<file path="src/rtl/bsh_pkg.sv">
// Shared types for the pipelined barrel shifter.
// Optional feature macro: BSH_ROTATE_EN (enables the ROR operation).
package bsh_pkg;

   // Payload fields are sized for the largest supported WIDTH (128);
   // narrower builds use the low bits and keep the rest at zero.
   localparam int BSH_MAX_W   = 128;
   localparam int BSH_SHW_MAX = 7;

   typedef enum logic [1:0] {
      BSH_SLL = 2'd0,
      BSH_SRL = 2'd1,
      BSH_SRA = 2'd2,
      BSH_ROR = 2'd3
   } bsh_op_e;

   typedef struct packed {
      logic [BSH_MAX_W-1:0]   data;
      bsh_op_e                op;
      logic [BSH_SHW_MAX-1:0] shamt;
      logic                   sign;
   } bsh_pl_t;

   // An op is legal unless it is ROR and rotate support is compiled out.
   function automatic logic bsh_op_legal(bsh_op_e op);
`ifdef BSH_ROTATE_EN
      bsh_op_legal = 1'b1;
`else
      bsh_op_legal = (op != BSH_ROR);
`endif
   endfunction

endpackage

</file>
<file path="src/rtl/bsh_stage.sv">
// One barrel-shifter stage: conditional shift by 2^K plus its pipeline register.
// Optional feature macro: BSH_ROTATE_EN (adds the rotate path).
module bsh_stage
   import bsh_pkg::*;
#(
   parameter int WIDTH = 64,
   parameter int K     = 0
) (
   input  logic    clk,
   input  logic    rst,
   input  logic    flush,
   input  logic    en,
   input  logic    in_valid,
   input  bsh_pl_t in_pl,
   output logic    out_valid,
   output bsh_pl_t out_pl
);

   localparam int AMT = 1 << K;

   logic [WIDTH-1:0] d;
   logic [WIDTH-1:0] sh;
   logic [WIDTH-1:0] fill;
   bsh_pl_t          nxt;
   logic             unused_hi;

   // Bits above WIDTH are always zero; folded here so they count as read.
   assign unused_hi = |(in_pl.data >> WIDTH);

   // Shift by AMT when this stage's shamt bit is set; otherwise pass through.
   always_comb begin
      d    = in_pl.data[WIDTH-1:0];
      sh   = d;
      fill = {WIDTH{in_pl.sign}} << (WIDTH - AMT);
      if (in_pl.shamt[K]) begin
         case (in_pl.op)
            BSH_SLL: sh = d << AMT;
            BSH_SRL: sh = d >> AMT;
            BSH_SRA: sh = (d >> AMT) | fill;
`ifdef BSH_ROTATE_EN
            BSH_ROR: sh = (d >> AMT) | (d << (WIDTH - AMT));
`else
            BSH_ROR: sh = d;
`endif
            default: sh = d;
         endcase
      end
      nxt                  = in_pl;
      nxt.data             = '0;
      nxt.data[WIDTH-1:0]  = sh;
   end

   // Pipeline register: flush clears valid, a low enable holds everything.
   always_ff @(posedge clk or posedge rst) begin
      if (rst) begin
         out_valid <= 1'b0;
         out_pl    <= '0;
      end else if (flush) begin
         out_valid <= 1'b0;
      end else if (en) begin
         out_valid <= in_valid;
         out_pl    <= nxt;
      end
   end

endmodule

</file>
<file path="src/rtl/pipe_barrel_shifter.sv">
// Pipelined barrel shifter: SLL/SRL/SRA/ROR, one stage per shamt bit,
// valid/ready handshake with a global stall enable.
// Optional feature macro: BSH_ROTATE_EN (ROR legal; otherwise op 3 flags out_err).
module pipe_barrel_shifter
   import bsh_pkg::*;
#(
   parameter  int WIDTH = 64,
   localparam int SHW   = $clog2(WIDTH)
) (
   input  logic             clk,
   input  logic             rst,
   input  logic             flush,
   input  logic             in_valid,
   output logic             in_ready,
   input  logic [WIDTH-1:0] in_data,
   input  logic [SHW-1:0]   in_shamt,
   input  logic [1:0]       in_op,
   output logic             out_valid,
   input  logic             out_ready,
   output logic [WIDTH-1:0] out_data,
   output logic             out_err
);

   logic     en;
   logic     v  [SHW+1];
   bsh_pl_t  pl [SHW+1];
   logic     legal;
   logic     unused_tail;

   // The whole pipe advances together unless a result is stuck at the output.
   assign en       = !v[SHW] || out_ready;
   assign in_ready = en;
   assign v[0]     = in_valid;

   // Capture the operand; the sign bit rides along for the SRA fill.
   always_comb begin
      pl[0]       = '0;
      pl[0].data  = BSH_MAX_W'(in_data);
      pl[0].op    = bsh_op_e'(in_op);
      pl[0].shamt = BSH_SHW_MAX'(in_shamt);
      pl[0].sign  = in_data[WIDTH-1];
   end

   for (genvar k = 0; k < SHW; k++) begin : g_stage
      bsh_stage #(
         .WIDTH (WIDTH),
         .K     (k)
      ) u_stage (
         .clk       (clk),
         .rst       (rst),
         .flush     (flush),
         .en        (en),
         .in_valid  (v[k]),
         .in_pl     (pl[k]),
         .out_valid (v[k+1]),
         .out_pl    (pl[k+1])
      );
   end

   assign legal     = bsh_op_legal(pl[SHW].op);
   assign out_valid = v[SHW];
   assign out_data  = (v[SHW] && legal) ? pl[SHW].data[WIDTH-1:0] : '0;
   assign out_err   = v[SHW] && !legal;

   // Fields the last stage carries but the output does not need.
   assign unused_tail = ^{pl[SHW].shamt, pl[SHW].sign, pl[SHW].data >> WIDTH};

endmodule

</file>
<file path="config.mk">
export PLATFORM = sky130hd
export DESIGN_NAME = pipe_barrel_shifter
export DESIGN_NICKNAME = d
export VERILOG_FILES = /design/src/rtl/bsh_pkg.sv /design/src/rtl/bsh_stage.sv /design/src/rtl/pipe_barrel_shifter.sv
export SDC_FILE = /design/constraint.sdc
export NUM_CORES = 1
export LEC_CHECK = 0
export BUFFER_PORTS_ARGS = -buffer_cell sky130_fd_sc_hd__buf_2
export CAP_MARGIN = 15
export CORE_ASPECT_RATIO = 0.6
export CORE_MARGIN = 10
export CORE_UTILIZATION = 44
export CTS_CLUSTER_SIZE = 24
export DETAILED_ROUTE_END_ITERATION = 12
export PLACE_DENSITY_LB_ADDON = 0.25
export SLEW_MARGIN = 30
export SYNTH_ARGS = -nofsm -noshare
export SYNTH_HDL_FRONTEND = slang
export SYNTH_SLANG_ARGS = --single-unit
</file>
<file path="constraint.sdc">
create_clock -name clk -period 44.5 [get_ports clk]
set_input_delay 8.9 -clock clk [delete_from_list [all_inputs] [get_ports clk]]
set_output_delay 8.9 -clock clk [all_outputs]
set_load 0.05 [all_outputs]
</file>
=== Word-level counts from Yosys, hierarchy flattened ===
Index checks and enable logic that the tools add are counted.

* Bits in registers: 437
* Logic and storage cells: 92

* Eq/ne operators: 19
* Muxes and demuxes: 25
* Bitwise operators: 7
* Reduce and logical (&&, ||, !) cells: 13

{| class="wikitable"
|+ Operators by type and width
! cell !! number
|-
| one-hot mux 64 bit (4 select lines) || 6
|-
| two-way mux 64 bit || 7
|-
| bitwise OR 32 x 64 -> 64 bit || 1
|-
| bitwise OR 48 x 64 -> 64 bit || 1
|-
| bitwise OR 56 x 64 -> 64 bit || 1
|-
| bitwise OR 60 x 64 -> 64 bit || 1
|-
| bitwise OR 62 x 64 -> 64 bit || 1
|-
| bitwise OR 63 x 64 -> 64 bit || 1
|-
| equality test 2 bit, second input constant || 12
|-
| equality test 2 x 1 -> 1 bit, second input constant || 6
|-
| logical NOT 2 bit || 6
|-
| two-way mux 1 bit || 12
|-
| logical AND 1 bit || 2
|-
| logical NOT 1 bit || 2
|-
| inequality test 2 bit, second input constant || 1
|-
| AND reduction 2 bit || 1
|-
| nonzero test 2 bit || 1
|-
| logical OR 1 bit || 1
|-
| inverter 1 bit || 1
|}

=== Logic depth before layout (Yosys ltp) ===
Gate-level depths: netlist of run 1.

* Depth after elaboration: 4
* Mapped depth: 9
* Gate-level depth less buffers: 5

=== Modules after synthesis ===
Synthesis of run 1 repeated with hierarchy kept, for this count alone.

* Cells, all modules: 3,447
* Area, all modules: 33,826.2 µm²

{| class="wikitable"
|+ By module, submodules not included
! module !! instances !! cells an instance !! area an instance (µm²)
|-
| bsh_stage (g_stage[0].u_stage) || 1 || 620 || 6,187.2
|-
| bsh_stage (g_stage[1].u_stage) || 1 || 620 || 6,175.9
|-
| bsh_stage (g_stage[2].u_stage) || 1 || 602 || 6,057.1
|-
| bsh_stage (g_stage[3].u_stage) || 1 || 582 || 5,683.0
|-
| bsh_stage (g_stage[4].u_stage) || 1 || 545 || 5,241.3
|-
| bsh_stage (g_stage[5].u_stage) || 1 || 397 || 3,921.3
|-
| pipe_barrel_shifter || 1 || 81 || 560.5
|}

=== Worst setup path after synthesis of run 1 ===
OpenSTA, ideal clock, no wires.

* Path type: input to output
* Start point: input out_ready
* End point: output in_ready
* Arrival: 9.437 ns
* Data required time: 35.600 ns
* Setup slack: 26.163 ns
* Cell stages on the path: 4
* Cells stage by stage: nor2b_4 -> buf_6 -> inv_2 -> buf_2

* Longest elaborated chain between the ends: 1

{| class="wikitable"
|+ RTL lines
! element !! line !! RTL
|-
| start, declared || pipe_barrel_shifter.sv:19 || <nowiki>input logic out_ready,</nowiki>
|-
| logical OR 1 bit || pipe_barrel_shifter.sv:31 || <nowiki>assign en = !v[SHW] || out_ready;</nowiki>
|-
| end, declared || pipe_barrel_shifter.sv:14 || <nowiki>output logic in_ready,</nowiki>
|}

Every way passes these cells.

=== Worst setup path after layout of run 1 ===
Ends and elaborated chain as after synthesis.

==> flow_summary.json, run 1 <==
{
  "routedWlPerCell_um": 19.90,
  "min_from": "g_stage[5].u_stage.out_pl[55]",
  "fin_nets": 2921,
  "ys_types": 41,
  "hold_buffers": 0,
  "cts_resized": 0,
  "status": "finished clean",
  "path_cells": "buf_2, nor2b_4, inv_2, buf_2",
  "crit_path_start": "out_ready",
  "rrSetupSlack_ps": 40280,
  "num_vias": 22180,
  "cpMostUsedCell": "buf_2",
  "drive_above_1_share_pct": 9.621,
  "hold_end": "g_stage[5].u_stage.out_pl[55]",
  "critPathCaptureType": "output port",
  "syn-cell-area_um2": 24700,
  "critPathKind": "in -> out",
  "die_h_um": 203.5,
  "post_cts_buffers": 0,
  "skew_ps": 19.91,
  "htreeDepth": 2,
  "grt_max_degree": 175,
  "die_area_um2": 66310,
  "p_leak_uw": 0.01099,
  "drc_errors": 0,
  "cts_root_buf": "clkbuf_16",
  "finalSetupViolCount": 0,
  "hold_depth": 2,
  "cts_made_buffers": 43,
  "antenna_found_initial": 0,
  "placed_area_um2": 25300,
  "vdd_drop_max_v": 0.00002322,
  "firstDrtPassIters": 6,
  "final_cell_area_um2": 26890,
  "dieWidth_um": 325.9,
  "report.final.slew_viol_count": 0,
  "crit_fanout": 12,
  "routed_via_density": 6.098,
  "synth.avg_cell_area_um2": 8.458,
  "syn_nets": 2997,
  "clk_latency_ps": 570,
  "tns_ps": 0,
  "grt_overflow": 0,
  "yosysWarningCount": 0,
  "yosysSeqAreaShare_pct": 42.76,
  "ff2ff_path_depth": 9,
  "port_buffers": 143,
  "num_io_pins": 144,
  "fin_ws_ps": 25860,
  "ys_ff_latch": 422,
  "worst_slew_pin_slew_ps": 949.1,
  "cts_sinks": 422,
  "cp.required_ps": 35600,
  "max_freq_mhz": 53.66,
  "slew_headroom_pct": 36.73,
  "hold_viol_final": 0,
  "start_util_pct": 44.37,
  "cts_tree": "built",
  "diodes": 0,
  "gr-usage-all-layers_pct": 21.19,
  "worstSetupStartpointType": "input port",
  "area_delta_synth_final_pct": 8.876,
  "crit_path_top_delay_cell": "nor2b_4",
  "antenna_left": 0,
  "core_area_um2": 55660,
  "reg2reg_to": "g_stage[1].u_stage.out_pl[63]",
  "period_needed_ps": 18640,
  "cp.arrival_ps": 9740,
  "period_share_pct": 41.88,
  "p_per_area_nw_per_um2": 45.87,
  "place_ws_ps": 25840,
  "slowest_delay_ps": 260,
  "instances_no_fill": 3638,
  "clk_pin_slew_ps": 60,
  "drtIter0Drc": 2591,
  "place_congestion": 0.8993,
  "grt_pass1_wl_mm": 117.1,
  "hpwl_mm": 49.91,
  "grt_pass1_vias": 20410,
  "placed_cells": 3555,
  "final_util_pct": 48.31,
  "rows": 67,
  "clockBufferDepth": 3,
  "rsz0062_at_grt": "false",
  "worstReg2RegStart": "g_stage[5].u_stage.out_valid",
  "maxCapViolCount": 0,
  "synth_cells": 2920,
  "hold_path_class": "reg -> reg",
  "wirelength_mm": 72.40
}
## sequential cells by signal (all words and copies together), names as in the netlist
signal / cells
g_stage.u_stage.out_pl: 416
g_stage.u_stage.out_valid: 6
## worst max-delay path: cells and delay by family
kind	cells	cell delay [ps]
AND/OR/NAND/NOR	1	260
buffers and inverters	3	560
## synthesized netlist by cell type (all sizes together)
library cell | count | share of area, %
nand2 | 218 | 3.3
or2 | 4 | 0.10
a21boi | 4 | 0.14
buf | 138 | 3.2
mux2i | 25 | 1.0
nor2 | 416 | 6.4
and3 | 4 | 0.10
a22oi | 116 | 3.5
o211ai | 324 | 9.8
nand2b | 228 | 5.8
a21oi | 170 | 3.4
nor3 | 1 | 0.020
and2 | 65 | 1.6
a21bo | 2 | 0.081
o32ai | 1 | 0.035
a22o | 162 | 5.7
inv | 7 | 0.11
a221oi | 30 | 1.1
xor2 | 3 | 0.11
nor2b | 2 | 0.081
a32o | 2 | 0.081
a41oi | 1 | 0.035
o22ai | 70 | 1.8
clkbuf | 161 | 2.5
xnor2 | 2 | 0.071
dfrtp | 422 | 43
a31oi | 24 | 0.61
nand3 | 26 | 0.53
o21ai | 292 | 5.9
## report_power, final
group	leakage [µW]	total (µW)	internal [µW]	switching (µW)
sequential	0.00515	584	462	121
clock	0.000732	382	220	162
combinational	0.00510	267	115	152
## metal layers
layer	share of wire [%]	routed length [µm]	GRT usage (%)	vias up
met5	0.19	134	1.447	-
met4	1.4	1022	3.661	2
met3	8.6	6227	5.339	84
met2	42	30630	30.75	734
met1	47	34380	31.55	10890
li1	-	-	-	10470
## cells by family after synthesis
family,after synthesis,share of synthesized area [%]
DFF,422,42.76
buffers and inverters,306,5.801
muxes,25,1.013
AOI/OAI and AO/OA,1198,32.30
xor gates and xnor gates,5,0.1774
and+or+nand+nor,964,17.95
## layout make-up
type / count / area, µm²
well taps: 759 / 949.7
multi-input cells: 2192 / 12750
inverters: 7 / 33.78
repair buffers: 178 / 1092
clock inverters: 17 / 190.2
clock buffers: 63 / 1292
flip-flops and latches: 422 / 10580
fillers: 5386 / 28780
## metrics by stage
| stage | total power [µW] | hold slack (ps) |
|---|---|---|
| final | 1233 | 471.8 |
| after floorplan | 747.6 | 438.6 |
| after global routing | 1299 | 500.7 |
| after CTS | 1231 | 478.2 |
| after detailed placement | 848.9 | 455.8 |
| after global placement | 838.6 | 455.4 |
## cell usage in the layout, fill, tap and decap left out, drive strengths merged, types with 3 or more instances in the layout
cell	count
a22oi	116
a22o	162
and2	65
clkbuf	63
a21oi	170
mux2i	25
o21ai	292
o211ai	324
nand3	26
bufinv	3
buf	178
clkinv	10
nand2b	228
nand2	218
and3	4
or2	4
a21boi	4
a31oi	24
o22ai	70
nor2	416
inv	9
dfrtp	422
xor2	3
a221oi	30
## worst max-delay path by stage
stage	slack (ps)	endpoint	cells past startpoint
6_report	25860	in_ready	4
2_1_floorplan	23850	g_stage[0].u_stage.out_pl[0]	1
4_1_cts	25850	in_ready	4
3_3_place_gp	25910	in_ready	4
3_5_place_dp	25840	in_ready	4
5_1_grt	25810	in_ready	4
(Power assumes the default switching activity.)
==> run 2, diff against run 1 <==
Clock period 44.5 ns to 15.5 ns, I/O delays scaled along.
==> flow_summary.json, run 2 (synthesis gave the netlist of run 1 again) <==
{
  "status": "finished clean",
  "multi_input_area_um2": 12750,
  "post_cts_buffers": 0,
  "grt_pass1_vias": 20680,
  "crit_path_start": "out_ready",
  "antenna_left": 0,
  "diodes": 0,
  "cp.arrival_ps": 3900,
  "report.final.slew_viol_count": 0,
  "worstSetupStartpointType": "input port",
  "num_vias": 22240,
  "cts_resized": 0,
  "clockBufferDepth": 3,
  "core_area_um2": 55660,
  "max_freq_mhz": 142.8,
  "critPathCaptureType": "output port",
  "cp.required_ps": 12400,
  "num_io_pins": 144,
  "vdd_drop_max_v": 0.00007493,
  "routedWlPerCell_um": 20.10,
  "critPathKind": "in -> out",
  "hold_viol_final": 0,
  "period_needed_ps": 7000,
  "maxCapViolCount": 0,
  "fillers": 5367,
  "path_cells": "buf_2, nor2b_4, inv_2, buf_2",
  "p_per_area_nw_per_um2": 133.2,
  "grt_overflow": 0,
  "reg2reg_to": "g_stage[1].u_stage.out_pl[60]",
  "use_met1_pct": 32.59,
  "worst_slew_pin_slew_ps": 1009,
  "cts_tree": "built",
  "rsz0062_at_grt": "false",
  "start_util_pct": 44.37,
  "crit_path_top_delay_cell": "nor2b_4",
  "seqCellArea_um2": 10580,
  "cts_made_buffers": 44,
  "antenna_found_initial": 2,
  "p_leak_uw": 0.01099,
  "top_register": "g_stage.u_stage.out_pl",
  "die_h_um": 203.5,
  "die_area_um2": 66310,
  "firstDrtPassIters": 7,
  "drc_errors": 0,
  "clk_latency_ps": 580,
  "grt_max_degree": 228,
  "crit_buf_inv": 3,
  "hpwl_mm": 49.96,
  "instances_no_fill": 3637,
  "period_share_pct": 45.16,
  "cp_num_cells": 4,
  "skew_ps": 28.62,
  "fin_nets": 2923,
  "drive_above_1_share_pct": 9.347,
  "tns_ps": 0,
  "routed_via_density": 6.114,
  "final_util_pct": 48.32,
  "rows": 67,
  "wirelength_mm": 73.11,
  "top_regs": "g_stage.u_stage.out_pl: 416 flops, g_stage.u_stage.out_valid: 6 flops",
  "slew_headroom_pct": 32.74,
  "gr-max-usage-layer": "met1",
  "clk_pin_slew_ps": 60,
  "worstReg2RegStart": "g_stage[5].u_stage.out_valid",
  "min_from": "g_stage[2].u_stage.out_pl[5]",
  "rrSetupSlack_ps": 11970,
  "htreeDepth": 2,
  "drtIter0Drc": 2702,
  "gr-usage-all-layers_pct": 21.46,
  "cpMostUsedCell": "buf_2",
  "cts_root_buf": "clkbuf_16",
  "final_common_cell": "dfrtp_1",
  "hold_path_class": "reg -> reg",
  "hold_buffers": 0,
  "grt_pass1_wl_mm": 118.3,
  "port_buffers": 143,
  "dieWidth_um": 325.9,
  "use_met3_pct": 4.188,
  "layout_common_cells": "dfrtp_1, nor2_1, o211ai_1",
  "area_delta_synth_final_pct": 8.901,
  "p_total_uw": 3582,
  "crit_fanout": 12,
  "cp-endpoint": "in_ready",
  "place_congestion": 0.8766,
  "placed_cells": 3557,
  "cts_sinks": 422,
  "largest_register_ffs": 416,
  "cp_top_family": "buffers and inverters",
  "ff2ff_path_depth": 7,
  "finalSetupViolCount": 0,
  "use_met2_pct": 30.95,
  "slowest_delay_ps": 250
}
## run 2: cell types whose count changed in the layout (fill, tap and decap cells not counted), sizes merged
cell | previous run | this run
buf | 178 | 179
bufinv | 3 | 7
clkbuf | 63 | 64
clkinv | 10 | 5
clkinvlp | 2 | 0
## run 2: per-layer routing
| metal | wire length (µm) | up-vias |
|---|---|---|
| li1 | - | 10470 |
| met1 | 34940 | 10830 |
| met2 | 30660 | 820 |
| met3 | 6077 | 112 |
| met4 | 1420 | 2 |
| met5 | 18 | - |
## run 2: area by class of cell
cell class	count	area share (%)
clock buffers	64	4.638
clock inverters	14	0.9398
inverters	7	0.1256
multi-input cells	2192	47.42
flip-flops and latches	422	39.33
well taps	759	3.531
repair buffers	179	4.015
## run 2: stage by stage
step	setup WS (ps)	cell area, µm²	hold slack (ps)
final	8500	26890	467.4
after global routing	8453	26890	488.6
after CTS	8491	26820	470.8
after detailed placement	8494	25320	455.1
after global placement	8532	25290	448.3
after floorplan	651.8	24700	438.6
## run 2: worst min-delay path by stage
stage	end	slack, ps	cells past startpoint
2_1_floorplan	g_stage[1].u_stage.out_pl[3]	440	2
4_1_cts	g_stage[3].u_stage.out_pl[5]	470	2
5_1_grt	g_stage[3].u_stage.out_pl[5]	490	2
3_5_place_dp	g_stage[1].u_stage.out_pl[3]	460	2
6_report	g_stage[3].u_stage.out_pl[5]	470	2
3_3_place_gp	g_stage[3].u_stage.out_pl[5]	450	2
## run 2: power breakdown
part / internal, µW / total, µW / switching (µW)
sequential: 1330 / 1680 / 347
combinational: 331 / 770 / 439
clock: 675 / 1140 / 462
## run 2: tightest hold or removal path, stage by stage, from the launching register on
cell     delay [ps]
dfrtp_1         340
nand2_1          50
nand2_1          50
==> run 3, diff against run 2 <==
Clock period 15.5 ns to 6.1 ns, I/O delays scaled along.
==> flow_summary.json, run 3 (synthesis gave the netlist of run 1 again) <==
{
  "cp.required_ps": 4880,
  "worst_slew_pin_slew_ps": 927.1,
  "rows": 67,
  "ff2ff_path_depth": 5,
  "place_congestion": 0.8742,
  "post_cts_buffers": 0,
  "start_util_pct": 44.37,
  "critPathCaptureType": "output port",
  "layout_common_cells": "dfrtp_1, nor2_1, o211ai_1",
  "finalSetupViolCount": 0,
  "max_freq_mhz": 295.8,
  "top_regs": "g_stage.u_stage.out_pl: 416 flops, g_stage.u_stage.out_valid: 6 flops",
  "p_per_area_nw_per_um2": 340.1,
  "p_clk_share_pct": 32.0,
  "port_buffers": 143,
  "firstDrtPassIters": 6,
  "hold_depth": 2,
  "report.final.slew_viol_count": 0,
  "cts_sinks": 422,
  "holdWs_ps": 467.7,
  "cts_tree": "built",
  "status": "finished clean",
  "core_area_um2": 55660,
  "grt_pass1_vias": 20440,
  "hold_buffers": 0,
  "num_vias": 22300,
  "skew_ps": 22.68,
  "rsz0062_at_grt": "false",
  "rrSetupSlack_ps": 3430,
  "htreeDepth": 2,
  "grt_pass1_wl_mm": 118.0,
  "antenna_found_initial": 1,
  "final_common_cell": "dfrtp_1",
  "drtIter0Drc": 2899,
  "p_leak_uw": 0.01100,
  "dieWidth_um": 325.9,
  "cts_root_buf": "clkbuf_16",
  "die_h_um": 203.5,
  "area_delta_synth_final_pct": 8.998,
  "p_switching_uw": 3200,
  "drc_errors": 0,
  "min_from": "g_stage[1].u_stage.out_pl[5]",
  "period_needed_ps": 3381,
  "combPwrFrac_pct": 21.2,
  "gr-usage-all-layers_pct": 21.52,
  "routedWlPerCell_um": 20.29,
  "reg2reg_to": "g_stage[4].u_stage.out_pl[72]",
  "hpwl_mm": 51.02,
  "largest_register_ffs": 416,
  "clk_latency_ps": 570,
  "clk_pin_slew_ps": 60,
  "num_io_pins": 144,
  "crit_buf_inv": 2,
  "top_register": "g_stage.u_stage.out_pl",
  "crit_fanout": 40,
  "cts_resized": 0,
  "p_seq_share_pct": 46.8,
  "die_area_um2": 66310,
  "routed_via_density": 6.127,
  "clockBufferDepth": 3,
  "grt_max_degree": 140,
  "fin_nets": 2922,
  "fillers": 5385,
  "maxCapViolCount": 0,
  "cp.arrival_ps": 2160,
  "switching_share_pct": 34.96,
  "vdd_drop_max_v": 0.0001797,
  "internal_power_uw": 5954,
  "final_util_pct": 48.36,
  "critPathKind": "reg -> out",
  "period_share_pct": 55.42,
  "path_cells": "a21boi_4, buf_8, and2_1, buf_2",
  "slew_headroom_pct": 38.20,
  "cp_num_cells": 4,
  "antenna_left": 0,
  "wirelength_mm": 73.84,
  "worstSetupStartpointType": "flop",
  "cp_top_family": "buffers and inverters",
  "hold_viol_final": 0,
  "worstReg2RegStart": "g_stage[5].u_stage.out_valid",
  "drive_above_1_share_pct": 9.583,
  "cts_made_buffers": 43,
  "grt_overflow": 0,
  "crit_path_top_delay_cell": "a21boi_4",
  "hold_end": "g_stage[2].u_stage.out_pl[5]",
  "hold_path_class": "reg -> reg",
  "slowest_delay_ps": 460
}
run 3: final cells by class:
| class | instances | area (µm²) | area share [%] |
|---|---|---|---|
| Timing Repair Buffer | 179 | 1067 | 3.965 |
| Tap cell | 759 | 949.7 | 3.528 |
| Multi-Input combinational cell | 2192 | 12760 | 47.40 |
| Sequential cell | 422 | 10580 | 39.30 |
| Clock inverter | 19 | 309.0 | 1.148 |
| Antenna cell | 1 | 2.502 | 0.009296 |
| Clock buffer | 61 | 1224 | 4.546 |
| Inverter | 7 | 30.03 | 0.1116 |
run 3: worst register-to-register path: stages, from the launching register on:
cell and delay, ps:
dfrtp_1 380, nor2b_4 300, inv_2 190, nand2_8 640
buf_4 750, o21ai_0 240
run 3: worst max-delay path by stage:
stage	startpoint	end	slack, ps
2_1_floorplan	rst	g_stage[0].u_stage.out_pl[0]	-810
3_3_place_gp	out_ready	g_stage[5].u_stage.out_pl[21]	2660
3_5_place_dp	out_ready	g_stage[5].u_stage.out_pl[67]	2540
4_1_cts	g_stage[5].u_stage.out_valid	out_data[12]	2670
5_1_grt	g_stage[5].u_stage.out_valid	out_data[12]	2520
6_report	g_stage[5].u_stage.out_pl[8]	out_data[12]	2720
run 3: metrics by stage:
stage	setup TNS (ps)	power [µW]	std cells	setup slack, ps	instance area [µm²]
final	0	9154	3640	2719	26920
after global routing	0	9637	3639	2522	26920
after CTS	0	9138	3639	2672	26910
after detailed placement	0	6211	3559	2541	25380
after global placement	0	6141	3558	2662	25350
after floorplan	-343290	5455	2920	-813.5	24700
run 3: per-layer routing:
metal | share of wire [%] | GRT usage (%) | vias up
met4 | 1.3 | 3.791 | 0
met1 | 48 | 31.98 | 10900
li1 | - | - | 10500
met3 | 9.2 | 6.413 | 87
met2 | 41 | 30.65 | 814
met5 | 0 | 0 | -
run 3: power by group through the flow:
stage                     logic, µW  registers (µW)  clock network, µW
after floorplan                1670            3790                  0
after global placement         1870            4280                  0
after detailed placement       1930            4290                  0
after CTS                      1930            4240               2970
after global routing           2200            4340               3090
final                          1940            4280               2930
